`config.mk`:
```
export PLATFORM = sky130hd
export DESIGN_NAME = instr_fetch_flat
export DESIGN_NICKNAME = d
export VERILOG_FILES = /design/src/rtl/mips_pkg.sv /design/src/rtl/instr_fetch_if.sv /design/src/rtl/instr_fetch.sv /design/src/flat_wrapper.sv
export SDC_FILE = /design/constraint.sdc
export NUM_CORES = 1
export LEC_CHECK = 0
export CAP_MARGIN = 20
export CORE_ASPECT_RATIO = 1.25
export CORE_MARGIN = 4
export CORE_UTILIZATION = 43
export DETAILED_ROUTE_END_ITERATION = 10
export GPL_TIMING_DRIVEN = 0
export MAX_ROUTING_LAYER = met4
export PLACE_DENSITY = 0.78
export SLEW_MARGIN = 10
export SYNTH_ARGS = -nofsm -noshare
export SYNTH_HDL_FRONTEND = slang
export SYNTH_SLANG_ARGS = --single-unit
export TNS_END_PERCENT = 30
```
`constraint.sdc`:
```
create_clock -name clk -period 2.6 [get_ports clk]
set_clock_uncertainty 0.2 [all_clocks]
set_input_delay 0.39 -clock clk [delete_from_list [all_inputs] [get_ports clk]]
set_output_delay 0.39 -clock clk [all_outputs]
set_load 0.1 [all_outputs]
```
`src/rtl/mips_pkg.sv`:
```
// Shared definitions for the single-issue MIPS datapath: fetch FSM states,
// opcode constants used by fetch, the control decoder and the bench.
package mips_pkg;

    typedef enum logic [0:0] {
        FETCH = 1'b0,
        HOLD  = 1'b1
    } fetch_state_e;

    localparam logic [5:0] OP_RTYPE = 6'b000000;
    localparam logic [5:0] OP_LW    = 6'b100011;
    localparam logic [5:0] OP_SW    = 6'b101011;
    localparam logic [5:0] OP_BEQ   = 6'b000100;

    localparam logic [31:0] DEFAULT_RESET_PC = 32'h0000_0000;

    localparam int INST_W = 32;

    // Byte addresses of instructions are always word aligned.
    function automatic logic [31:0] word_align(input logic [31:0] addr);
        return {addr[31:2], 2'b00};
    endfunction

endpackage

```
`src/rtl/instr_fetch_if.sv`:
```
// Bundle of the fetch stage's memory, decode and redirect signals.
// master = fetch unit, slave = surrounding memory/decode/branch logic.
interface instr_fetch_if #(
    parameter int PC_W = 32
);
    // instruction memory
    logic            imem_req;
    logic [PC_W-1:0] imem_addr;
    logic            imem_ack;
    logic [31:0]     imem_rdata;

    // decode side
    logic            inst_valid;
    logic            inst_ready;
    logic [31:0]     inst;
    logic [PC_W-1:0] inst_pc;
    logic [5:0]      op;
    logic [5:0]      funct;

    // branch resolution
    logic            redirect_valid;
    logic [PC_W-1:0] redirect_pc;

    modport master (
        output imem_req, imem_addr,
        input  imem_ack, imem_rdata,
        output inst_valid, inst, inst_pc, op, funct,
        input  inst_ready,
        input  redirect_valid, redirect_pc
    );

    modport slave (
        input  imem_req, imem_addr,
        output imem_ack, imem_rdata,
        input  inst_valid, inst, inst_pc, op, funct,
        output inst_ready,
        output redirect_valid, redirect_pc
    );

endinterface

```
`src/rtl/instr_fetch.sv`:
```
// Instruction fetch stage: PC register, req/ack fetch from instruction memory,
// one held instruction for decode, and taken-branch redirect.
module instr_fetch
    import mips_pkg::*;
#(
    parameter int              PC_W     = 32,
    parameter logic [PC_W-1:0] RESET_PC = PC_W'(DEFAULT_RESET_PC)
) (
    input  logic          clk,
    input  logic          reset,
    instr_fetch_if.master bus
);

    fetch_state_e    state_reg, state_next;
    logic [PC_W-1:0] pc_reg, pc_next;
    logic [PC_W-1:0] inst_pc_reg, inst_pc_next;
    logic [31:0]     inst_reg, inst_next;
    logic            valid_reg, valid_next;
    logic            capture;
    logic [PC_W-1:0] redirect_target;
    logic [1:0]      unused_redirect_lsbs;

    assign redirect_target      = {bus.redirect_pc[PC_W-1:2], 2'b00};
    assign unused_redirect_lsbs = bus.redirect_pc[1:0];

    // A redirect in the same cycle as an ack discards the returned word.
    assign capture = (state_reg == FETCH) && bus.imem_ack && !bus.redirect_valid;

    always_ff @(posedge clk) begin
        if (reset) begin
            state_reg   <= FETCH;
            pc_reg      <= RESET_PC;
            inst_reg    <= '0;
            inst_pc_reg <= '0;
            valid_reg   <= 1'b0;
        end else begin
            state_reg   <= state_next;
            pc_reg      <= pc_next;
            inst_reg    <= inst_next;
            inst_pc_reg <= inst_pc_next;
            valid_reg   <= valid_next;
        end
    end

    always_comb begin
        state_next = state_reg;
        if (bus.redirect_valid) begin
            state_next = FETCH;
        end else begin
            case (state_reg)
                FETCH:   if (bus.imem_ack)   state_next = HOLD;
                HOLD:    if (bus.inst_ready) state_next = FETCH;
                default: state_next = FETCH;
            endcase
        end
    end

    always_comb begin
        pc_next      = pc_reg;
        inst_next    = inst_reg;
        inst_pc_next = inst_pc_reg;
        valid_next   = valid_reg;
        if (bus.redirect_valid) begin
            pc_next    = redirect_target;
            valid_next = 1'b0;
        end else if (capture) begin
            inst_next    = bus.imem_rdata;
            inst_pc_next = pc_reg;
            pc_next      = pc_reg + PC_W'(4);   // wraps modulo 2^PC_W
            valid_next   = 1'b1;
        end else if ((state_reg == HOLD) && bus.inst_ready) begin
            valid_next = 1'b0;
        end
    end

    always_comb begin
        bus.imem_req   = (state_reg == FETCH) && !reset;
        bus.imem_addr  = pc_reg;
        bus.inst_valid = valid_reg;
        bus.inst       = inst_reg;
        bus.inst_pc    = inst_pc_reg;
        bus.op         = inst_reg[31:26];
        bus.funct      = inst_reg[5:0];
    end

endmodule

```
`src/flat_wrapper.sv`:
```
// flat-port wrapper written by rule: the top's interface ports become plain ports
module instr_fetch_flat import mips_pkg::*;
#(
    parameter int              PC_W     = 32,
    parameter logic [PC_W-1:0] RESET_PC = PC_W'(DEFAULT_RESET_PC)
)
  (clk, reset, bus_imem_req, bus_imem_addr, bus_imem_ack, bus_imem_rdata, bus_inst_valid, bus_inst, bus_inst_pc, bus_op, bus_funct, bus_inst_ready, bus_redirect_valid, bus_redirect_pc);
  instr_fetch_if #(.PC_W(PC_W)) bus_i ();
  input  logic clk;
  input  logic reset;
  output wire logic [$bits(bus_i.imem_req)-1:0] bus_imem_req;
  output wire logic [$bits(bus_i.imem_addr)-1:0] bus_imem_addr;
  input wire logic [$bits(bus_i.imem_ack)-1:0] bus_imem_ack;
  input wire logic [$bits(bus_i.imem_rdata)-1:0] bus_imem_rdata;
  output wire logic [$bits(bus_i.inst_valid)-1:0] bus_inst_valid;
  output wire logic [$bits(bus_i.inst)-1:0] bus_inst;
  output wire logic [$bits(bus_i.inst_pc)-1:0] bus_inst_pc;
  output wire logic [$bits(bus_i.op)-1:0] bus_op;
  output wire logic [$bits(bus_i.funct)-1:0] bus_funct;
  input wire logic [$bits(bus_i.inst_ready)-1:0] bus_inst_ready;
  input wire logic [$bits(bus_i.redirect_valid)-1:0] bus_redirect_valid;
  input wire logic [$bits(bus_i.redirect_pc)-1:0] bus_redirect_pc;
  assign bus_imem_req = bus_i.imem_req;
  assign bus_imem_addr = bus_i.imem_addr;
  assign bus_i.imem_ack = bus_imem_ack;
  assign bus_i.imem_rdata = bus_imem_rdata;
  assign bus_inst_valid = bus_i.inst_valid;
  assign bus_inst = bus_i.inst;
  assign bus_inst_pc = bus_i.inst_pc;
  assign bus_op = bus_i.op;
  assign bus_funct = bus_i.funct;
  assign bus_i.inst_ready = bus_inst_ready;
  assign bus_i.redirect_valid = bus_redirect_valid;
  assign bus_i.redirect_pc = bus_redirect_pc;
  instr_fetch #(.PC_W(PC_W), .RESET_PC(RESET_PC)) u_core (.clk(clk), .reset(reset), .bus(bus_i));
endmodule
```
# == After elaboration in Yosys (flattened, before gate mapping) ==
# Index checks and enable logic that the tools add are counted.
# op_classes
add_sub_neg,1
multipliers,0
div,0
magnitude_cmp,0
eq_ne,0
n_shift,0
mux,7
n_bitwise,2
n_reduce_logical,10
# op_table
operator,count
$mux 32,2
$add 32x3->32 const B,1
$logic_and 1x1->1,4
$mux 1,4
$reduce_bool 2->1,2
$logic_not 1->1,2
$not 1->1,2
$pmux 1 s2,1
$reduce_and 2->1,1
$reduce_or 2->1,1
# totals
register_bits,98
latch_bits,0
ram_bits,0
romBits,0
inputBits,69
out_inout_bits,110
word_cells,26
mem_count,0

# == Logic depth before layout (Yosys ltp) ==
# Gate-level depths: netlist of run 1.
# logic_depth
ltp_word,5
mapped_depth,6

# == Least setup slack after synthesis of run 1 ==
# Ideal clock, no wire load.
# synth_timing
path_kind,flip-flop to flip-flop
startpoint,"reg u_core.pc_reg[12], in the netlist u_core.bus.imem_addr[12]"
endpoint,"reg u_core.pc_reg[26], in the netlist u_core.bus.imem_addr[26]"
setup_ps,91
t_arrival_ps,2733
t_required_ps,2309
slack_ps,-424
stages_incl_launch_ff,7
synth_period_minus_slack_ps,3024
cell_sequence,dfxtp_1 clkbuf_2 nand4_2 or4_1 buf_2 or4_1 a311oi_1
# synth_between
elab_chain_cells,3
# synth_rtl
item,line_no,rtl
"start, declared",instr_fetch.sv:15,"logic [PC_W-1:0] pc_reg, pc_next;"
"start signal, assigned",instr_fetch.sv:38,pc_reg <= pc_next;
$add 32x3->32,instr_fetch.sv:69,pc_next = pc_reg + PC_W'(4);
$mux 32,instr_fetch.sv:66,end else if (capture) begin
$mux 32,instr_fetch.sv:63,if (bus.redirect_valid) begin
# No other way between the ends. The select of a mux whose other input is x is not followed.
# A chain may end at the register's enable or synchronous reset.

# == Worst setup path in the final report of run 1 ==
# layout_timing
startpoint,"reg u_core.pc_reg[24], in the netlist u_core.bus.imem_addr[24]"
endpoint,out bus_imem_addr[24]
# layout_lines
item,line_no,rtl
"end, declared",flat_wrapper.sv:12,output wire logic [$bits(bus_i.imem_addr)-1:0] bus_imem_addr;
# No word-level cell between the ends.

==> impl_results.md, run 1 <==
* Mapped Avg Cell Area at 7.90 sq um
* Data arrival, critical path at 1.96 ns
* DRT antenna net count at 0
* Met3 usage at 3.50%
* RSZ-0062 raised after global routing: false
* Synth cell types at 49
* Seq/Total Area, Yosys at 44.9%
* Status: complete, no violations
* Top-area cell type share of the netlist area at 44.9%
* TritonCTS Buffers at 9
* PwrDens at 620 nW/um^2
* HP Start: u_core.bus.inst[23]
* Max reg flops at 32
* Grt total ovfl at 0
* Hpwl dp at 10.4 mm
* H-tree depth at 3
* Asr flop ratio synth at 0%
* Final Hold Viols at 0
* Final estimated routing congestion in global placement at 0.892
* CP required at 2.01 ns
* Latest clock arrival within the worst-skew pair at 0.34 ns
* Die area at 11,400 sq um
* I/O pin count at 179
* Die W at 96.3 um
* DRT Wirelength at 13.8 mm
* Sum of negative setup slack at 0 ns
* Routed wire per std cell at 16.3 um
* Starting Density at 43.9%
* Max Cap Violations at 0
* Fillers at 819
* TritonRoute pass-1 iters at 5
* CTS tree: built
* PortBufs at 172
* Crit path max-delay family: buffers and inverters
* Final nets at 788
* Vias in the first global route at 4,348
* CP max-delay cell: clkdlybuf4s50_1
* Placed Cells at 832
* Post-synth top flop: dfxtp_1
* Hold_buf cts at 0
* Slew @ Worst Pin at 1.01 ns
* Worst-path cell chain: clkdlybuf4s50_1
* Worst setup SP type: flip-flop
* Met1 Track Usage GR at 29.8%
* CP startpoint: u_core.bus.imem_addr[24]
* Rel. slew slack at 32.6%
* DRC errors left at 0
* CP Max Fanout at 7
* Area Overhead vs Synth at 53.0%
* Post-route insts no fill at 849
* Critical path class: reg2out
* Reg2reg start: u_core.bus.imem_addr[2]
* Period minus WS final at 2.55 ns
* Post-synth EDFFs at 0
* Clk buf depth at 2
* Synth Register Bits at 94
* Final period util at 98.1%
* CORE AREA at 9560 sq um
* LEAKAGE at 2.31 nW
* Largest net degree at the start of global routing at 15
* Worst-path clk slew at 0.06 ns
* CTS root buffer: clkbuf_16
* VDD IR-drop max at 0.401 mV
* WP buf/inv at 1
* Synth Cell Area at 4200 sq um
* Met2 global-route usage at 40.9%
* CTS sink cnt at 94
* Row cnt at 40
* Initial drt markers at 218
* Total power draw at 3.98 mW
* Critical Path End Type: output port
* Most frequent cells after synthesis: 143 x nand2_1, 94 x dfxtp_1, 68 x a21oi_1
* Most area-hungry cell type in the Yosys netlist: dfxtp_1
* Most frequent cell after synthesis: nand2_1
* First-pass GRT wire length at 21.4 mm
* Max incr delay on CP at 1.18 ns
* Diodes inserted at 0
* FMAX at 0.392 GHz
* Peak-usage layer in the global routing report: met2
* Cell count after synthesis at 531
* HP Class: reg2reg
* Initial antenna violation count at 0
* Yosys warning count at 0
* DIE HEIGHT at 118 um
* Max-slew violations at 0
* Synth area leaders: dfxtp_1 45%, nand2_1 13%, a21oi_1 8.1%
* Vias per cell at 5.38
* Number of setup violations in the final report at 0
* All-Layer GR Usage at 24.8%
* Share of layout cells above drive strength 1 at 9.54%
* Via count at 4,566
==> final cells by class <==
class | instances | area, sq um | area share, %
clock buffer | 12 | 236 | 3.68
inverter | 4 | 15.0 | 0.234
buffer | 54 | 299 | 4.66
sequential | 94 | 1910 | 29.7
tap | 126 | 158 | 2.46
clock inverter | 4 | 47.5 | 0.741
multi-input combinational | 382 | 2010 | 31.4
timing repair buffer | 173 | 1740 | 27.1
==> metal layers <==
| layer | wire length, um | part of all wire [%] | vias up |
|---|---|---|---|
| li1 | - | - | 2227 |
| met3 | 968 | 7.0 | 30 |
| met4 | 409 | 3.0 | 0 |
| met1 | 5580 | 40 | 2106 |
| met2 | 6860 | 50 | 203 |
| met5 | 0 | 0 | - |
==> cells by family (layout without fill, tap and decap cells) <==
family | after synthesis | after routing | share of synthesized area, %
buf+inv | 58 | 247 | 7.43
mux | 1 | 1 | 0.239
other cells | 1 | 4 | 0.0894
xor+xnor | 11 | 11 | 2.30
fa+ha+maj | 1 | 1 | 0.298
flops | 94 | 94 | 44.9
compound gates | 113 | 113 | 15.8
simple gates | 252 | 252 | 29.0
==> worst paths after layout <==
path,cells after the start,endpoint,slack (ns)
worst max-delay path,1,bus_imem_addr[24],0.05
worst min-delay path,2,u_core.bus.inst[23],0.26
worst max register to register,6,u_core.bus.imem_addr[26],0.18
worst min register to register,2,u_core.bus.inst[23],0.26
==> cell usage in the layout, fill, tap and decap left out, types with 3 or more instances in the layout <==
cell / Yosys / layout
inv_1: 4 / 4
buf_4: 20 / 21
dlymetal6s2s_1: 0 / 5
and3_1: 5 / 5
nand3_1: 8 / 8
clkbuf_16: 0 / 9
buf_1: 5 / 5
o211ai_1: 3 / 3
nand2_1: 143 / 143
clkbuf_1: 24 / 25
nor3_1: 10 / 10
and4_1: 6 / 6
a31oi_1: 3 / 3
conb_1: 1 / 4
nor3b_1: 3 / 3
xnor2_1: 6 / 6
or4_1: 7 / 7
clkbuf_2: 1 / 3
clkdlybuf4s50_1: 0 / 164
or3_1: 8 / 8
nand4_1: 17 / 17
xor2_1: 5 / 5
dfxtp_1: 94 / 76
a211oi_1: 11 / 11
a21oi_1: 68 / 68
a311oi_1: 6 / 6
o21ai_0: 13 / 13
nor4_1: 5 / 5
nor2_1: 24 / 24
dfxtp_2: 0 / 16
==> per-stage QoR <==
step / cell area, sq um / util, % / hold slack, ns / setup WS (ns)
floorplan: 4230 / - / 0.324 / -0.0202
global placement: 6110 / 64.0 / 0.242 / -0.534
detailed placement: 6110 / 64.0 / 0.248 / -0.540
CTS: 6400 / 67.0 / 0.257 / 0.00347
global route: 6420 / 67.1 / 0.271 / 0.00335
finish: 6420 / 67.1 / 0.255 / 0.0482
==> timing repair <==
action | 4_1_cts | 5_1_grt
endpoints found under the setup margin | 4 | 6
resized for setup | 6 | 7
buffers inserted | 1 | 0
pin swaps | 1 | 0
==> report_power, final <==
group	total (mW)	leakage (nW)	internal (mW)	switching, mW
clock network	1.29	0.137	0.743	0.542
registers	1.59	0.776	1.51	0.0811
logic	1.10	1.40	0.303	0.798
Note: power is estimated with default switching activity, not from simulation.
==> run 2: changes to the inputs <==
--- a/config.mk
+++ b/config.mk
@@ -8,11 +8,11 @@
 export CAP_MARGIN = 20
 export CORE_ASPECT_RATIO = 1.25
 export CORE_MARGIN = 4
-export CORE_UTILIZATION = 43
+export CORE_UTILIZATION = 45
 export DETAILED_ROUTE_END_ITERATION = 10
 export GPL_TIMING_DRIVEN = 0
 export MAX_ROUTING_LAYER = met4
-export PLACE_DENSITY = 0.78
+export PLACE_DENSITY = 0.81
 export SLEW_MARGIN = 10
 export SYNTH_ARGS = -nofsm -noshare
 export SYNTH_HDL_FRONTEND = slang
==> constraint.sdc (replaced) <==
create_clock -name clk -period 3.3 [get_ports clk]
set_clock_uncertainty 0.2 [all_clocks]
set_input_delay 0.495 -clock clk [delete_from_list [all_inputs] [get_ports clk]]
set_output_delay 0.495 -clock clk [all_outputs]
set_load 0.1 [all_outputs]
==> run 2 against run 1 <==
Critical path type is now in2out. Sequential power is 21% lower. Register-to-register slack better by 0.55 ns. Die area fell by 4.1%. Highest routed layer unchanged. Combinational power fell by 21%. Critical path depth grew 4. Cell count is 0.47% lower. Via count is 0.74% higher. Non-clock buffer count decreased by 1. Power down 18%. Critical endpoint is now bus_imem_req. Design area fell by 0.20%.
==> impl_results.md, run 2 (synthesized netlist as in run 1, its figures left out) <==
* Row cnt at 39
* Final core utilization at 70.2%
* H-tree depth at 3
* All-Layer GR Usage at 25.9%
* Pint at 2.11 mW
* CP required at 2.60 ns
* Worst-path cell chain: clkdlybuf4s50_1 > buf_6 > clkbuf_1 > nor2_1 > dlygate4sd2_1
* Switching Power at 1.14 mW
* Status: complete, no violations
* Reg2reg start: u_core.bus.imem_addr[2]
* CP startpoint: reset
* DIE HEIGHT at 116 um
* Area Overhead vs Synth at 52.7%
* Worst slack at placement at -0.0416 ns
* CORE AREA at 9130 sq um
* First-pass GRT wire length at 21.6 mm
* Power share of the sequential group at 38.6%
* FMAX at 0.327 GHz
* Data arrival, critical path at 2.36 ns
* DRT Wirelength at 14.1 mm
* Diodes inserted at 0
* Worst setup SP type: primary input
* Critical Path End Type: output port
* PortBufs at 172
* Worst flop-to-flop path endpoint: u_core.bus.imem_addr[26]
* Hpwl dp at 10.6 mm
* Routed wire per std cell at 16.7 um
* Hold_buf cts at 0
* Number of setup violations in the final report at 0
* TritonCTS Buffers at 9
* TritonRoute pass-1 iters at 5
* Hold slack at 0.253 ns
* Most frequent cells in the layout: 171 x clkdlybuf4s50_1, 143 x nand2_1, 94 x dfxtp_1
* Max reg flops at 32
* Die area at 10,900 sq um
* Final nets at 787
* Vias in the first global route at 4,279
* Max-slew violations at 0
* WP buf/inv at 4
* Worst-case reg-to-reg path depth at 6
* Period minus WS final at 3.06 ns
* Total area of sequential cells at 1880 sq um
* CP Max Fanout at 10
* Hold Path Stages at 2
* CTS tree: built
* Rel. slew slack at 32.5%
* Latest clock arrival within the worst-skew pair at 0.34 ns
* LEAKAGE at 2.23 nW
* Starting Density at 46.0%
* RSZ-0062 raised after global routing: false
* Die W at 94.4 um
* Fillers at 752
* DRT antenna net count at 0
* R2r setup slk at 0.73 ns
* Final period util at 92.6%
* Critical path endpoint: bus_imem_req
* Crit path max-delay family: buffers and inverters
* Max incr delay on CP at 0.88 ns
* Critical path class: in2out
* Sw Share at 35.0%
* Max Cap Violations at 0
* Initial antenna violation count at 0
* Share of layout cells above drive strength 1 at 6.79%
* Vias per cell at 5.44
* VDD IR-drop max at 0.287 mV
* Worst path depth at 5
* Initial drt markers at 284
* Final estimated routing congestion in global placement at 0.879
* Post-CTS sizing at 1
* Via count at 4,600
* DRC errors left at 0
* Most common cell after layout, fill and taps aside: clkdlybuf4s50_1
* Clk buf depth at 2
* CP max-delay cell: dlygate4sd2_1
* Grt total ovfl at 0
* Largest net degree at the start of global routing at 16
* I/O pin count at 179
* Min setup slack post-route at 0.245 ns
* Slew @ Worst Pin at 1.01 ns
* CTS root buffer: clkbuf_16
* Post-CTS setup buffers at 0
* Multi-input gate area at 2010 sq um
* Clock share of power at 34.7%
* Final Hold Viols at 0
* HP Class: reg2reg
* Worst-path clk slew at 0.07 ns
* Combinational Power Share at 26.7%
* PwrDens at 508 nW/um^2
* CTS sink cnt at 94
==> run 2: cell types whose count changed in the layout (fill, tap and decap cells not counted), moves of 2 or more <==
cell             delta
clkinvlp_4          +2
clkbuf_2            -2
dfxtp_4             -2
dlymetal6s2s_1      -5
dfxtp_2            -16
clkdlybuf4s50_1     +7
dfxtp_1            +18
clkinv_2            -2
==> run 2: area by class of cell <==
type	instances	share of cell area, %
Multi-Input combinational cell	382	31.4
Sequential cell	94	29.4
Timing Repair Buffer	172	26.9
Buffer	54	4.63
Clock buffer	11	3.79
Tap cell	123	2.40
Clock inverter	5	1.29
Inverter	4	0.234
==> run 2: worst min path at each step <==
stage	startpoint	endpoint	slack, ns
2_1_floorplan	u_core.state_reg	u_core.state_reg	0.38
3_5_place_dp	u_core.bus.inst_pc[29]	u_core.bus.inst_pc[29]	0.25
3_3_place_gp	u_core.bus.inst[6]	u_core.bus.inst[6]	0.24
5_1_grt	u_core.bus.inst[24]	u_core.bus.inst[24]	0.27
4_1_cts	u_core.bus.inst[24]	u_core.bus.inst[24]	0.26
6_report	u_core.bus.inst[24]	u_core.bus.inst[24]	0.25
==> run 2: stage by stage <==
| step | area (sq um) | total power, mW | std cells | setup TNS [ns] |
|---|---|---|---|---|
| floorplan | 4210 | 1.88 | 534 | 0 |
| global placement | 6080 | 2.14 | 829 | -0.0534 |
| detailed placement | 6080 | 2.15 | 829 | -0.0416 |
| CTS | 6410 | 3.27 | 845 | 0 |
| global route | 6410 | 3.36 | 845 | 0 |
| finish | 6410 | 3.25 | 845 | 0 |
==> run 2: worst register-to-register path: stages, from the launching register on <==
cell	delay, ns
dfxtp_1	0.46
ha_1	0.25
nand4b_1	0.18
or4_1	0.44
buf_2	0.20
or4_1	0.49
a311oi_1	0.26
==> run 2: routing by layer <==
layer | track usage (%) | vias to the layer above | wire length (um)
met5 | - | - | 0
met4 | 11.7 | 0 | 407
met3 | 3.51 | 44 | 772
met2 | 44.0 | 180 | 7270
met1 | 30.3 | 2159 | 5640
li1 | - | 2217 | -
==> run 2: power groups by stage <==
stage	clock, mW	combinational [mW]	sequential [mW]
2_1_floorplan	0	0.233	1.65
3_3_place_gp	0	0.859	1.28
3_5_place_dp	0	0.869	1.28
4_1_cts	1.14	0.872	1.25
5_1_grt	1.19	0.904	1.26
6_report	1.13	0.869	1.25
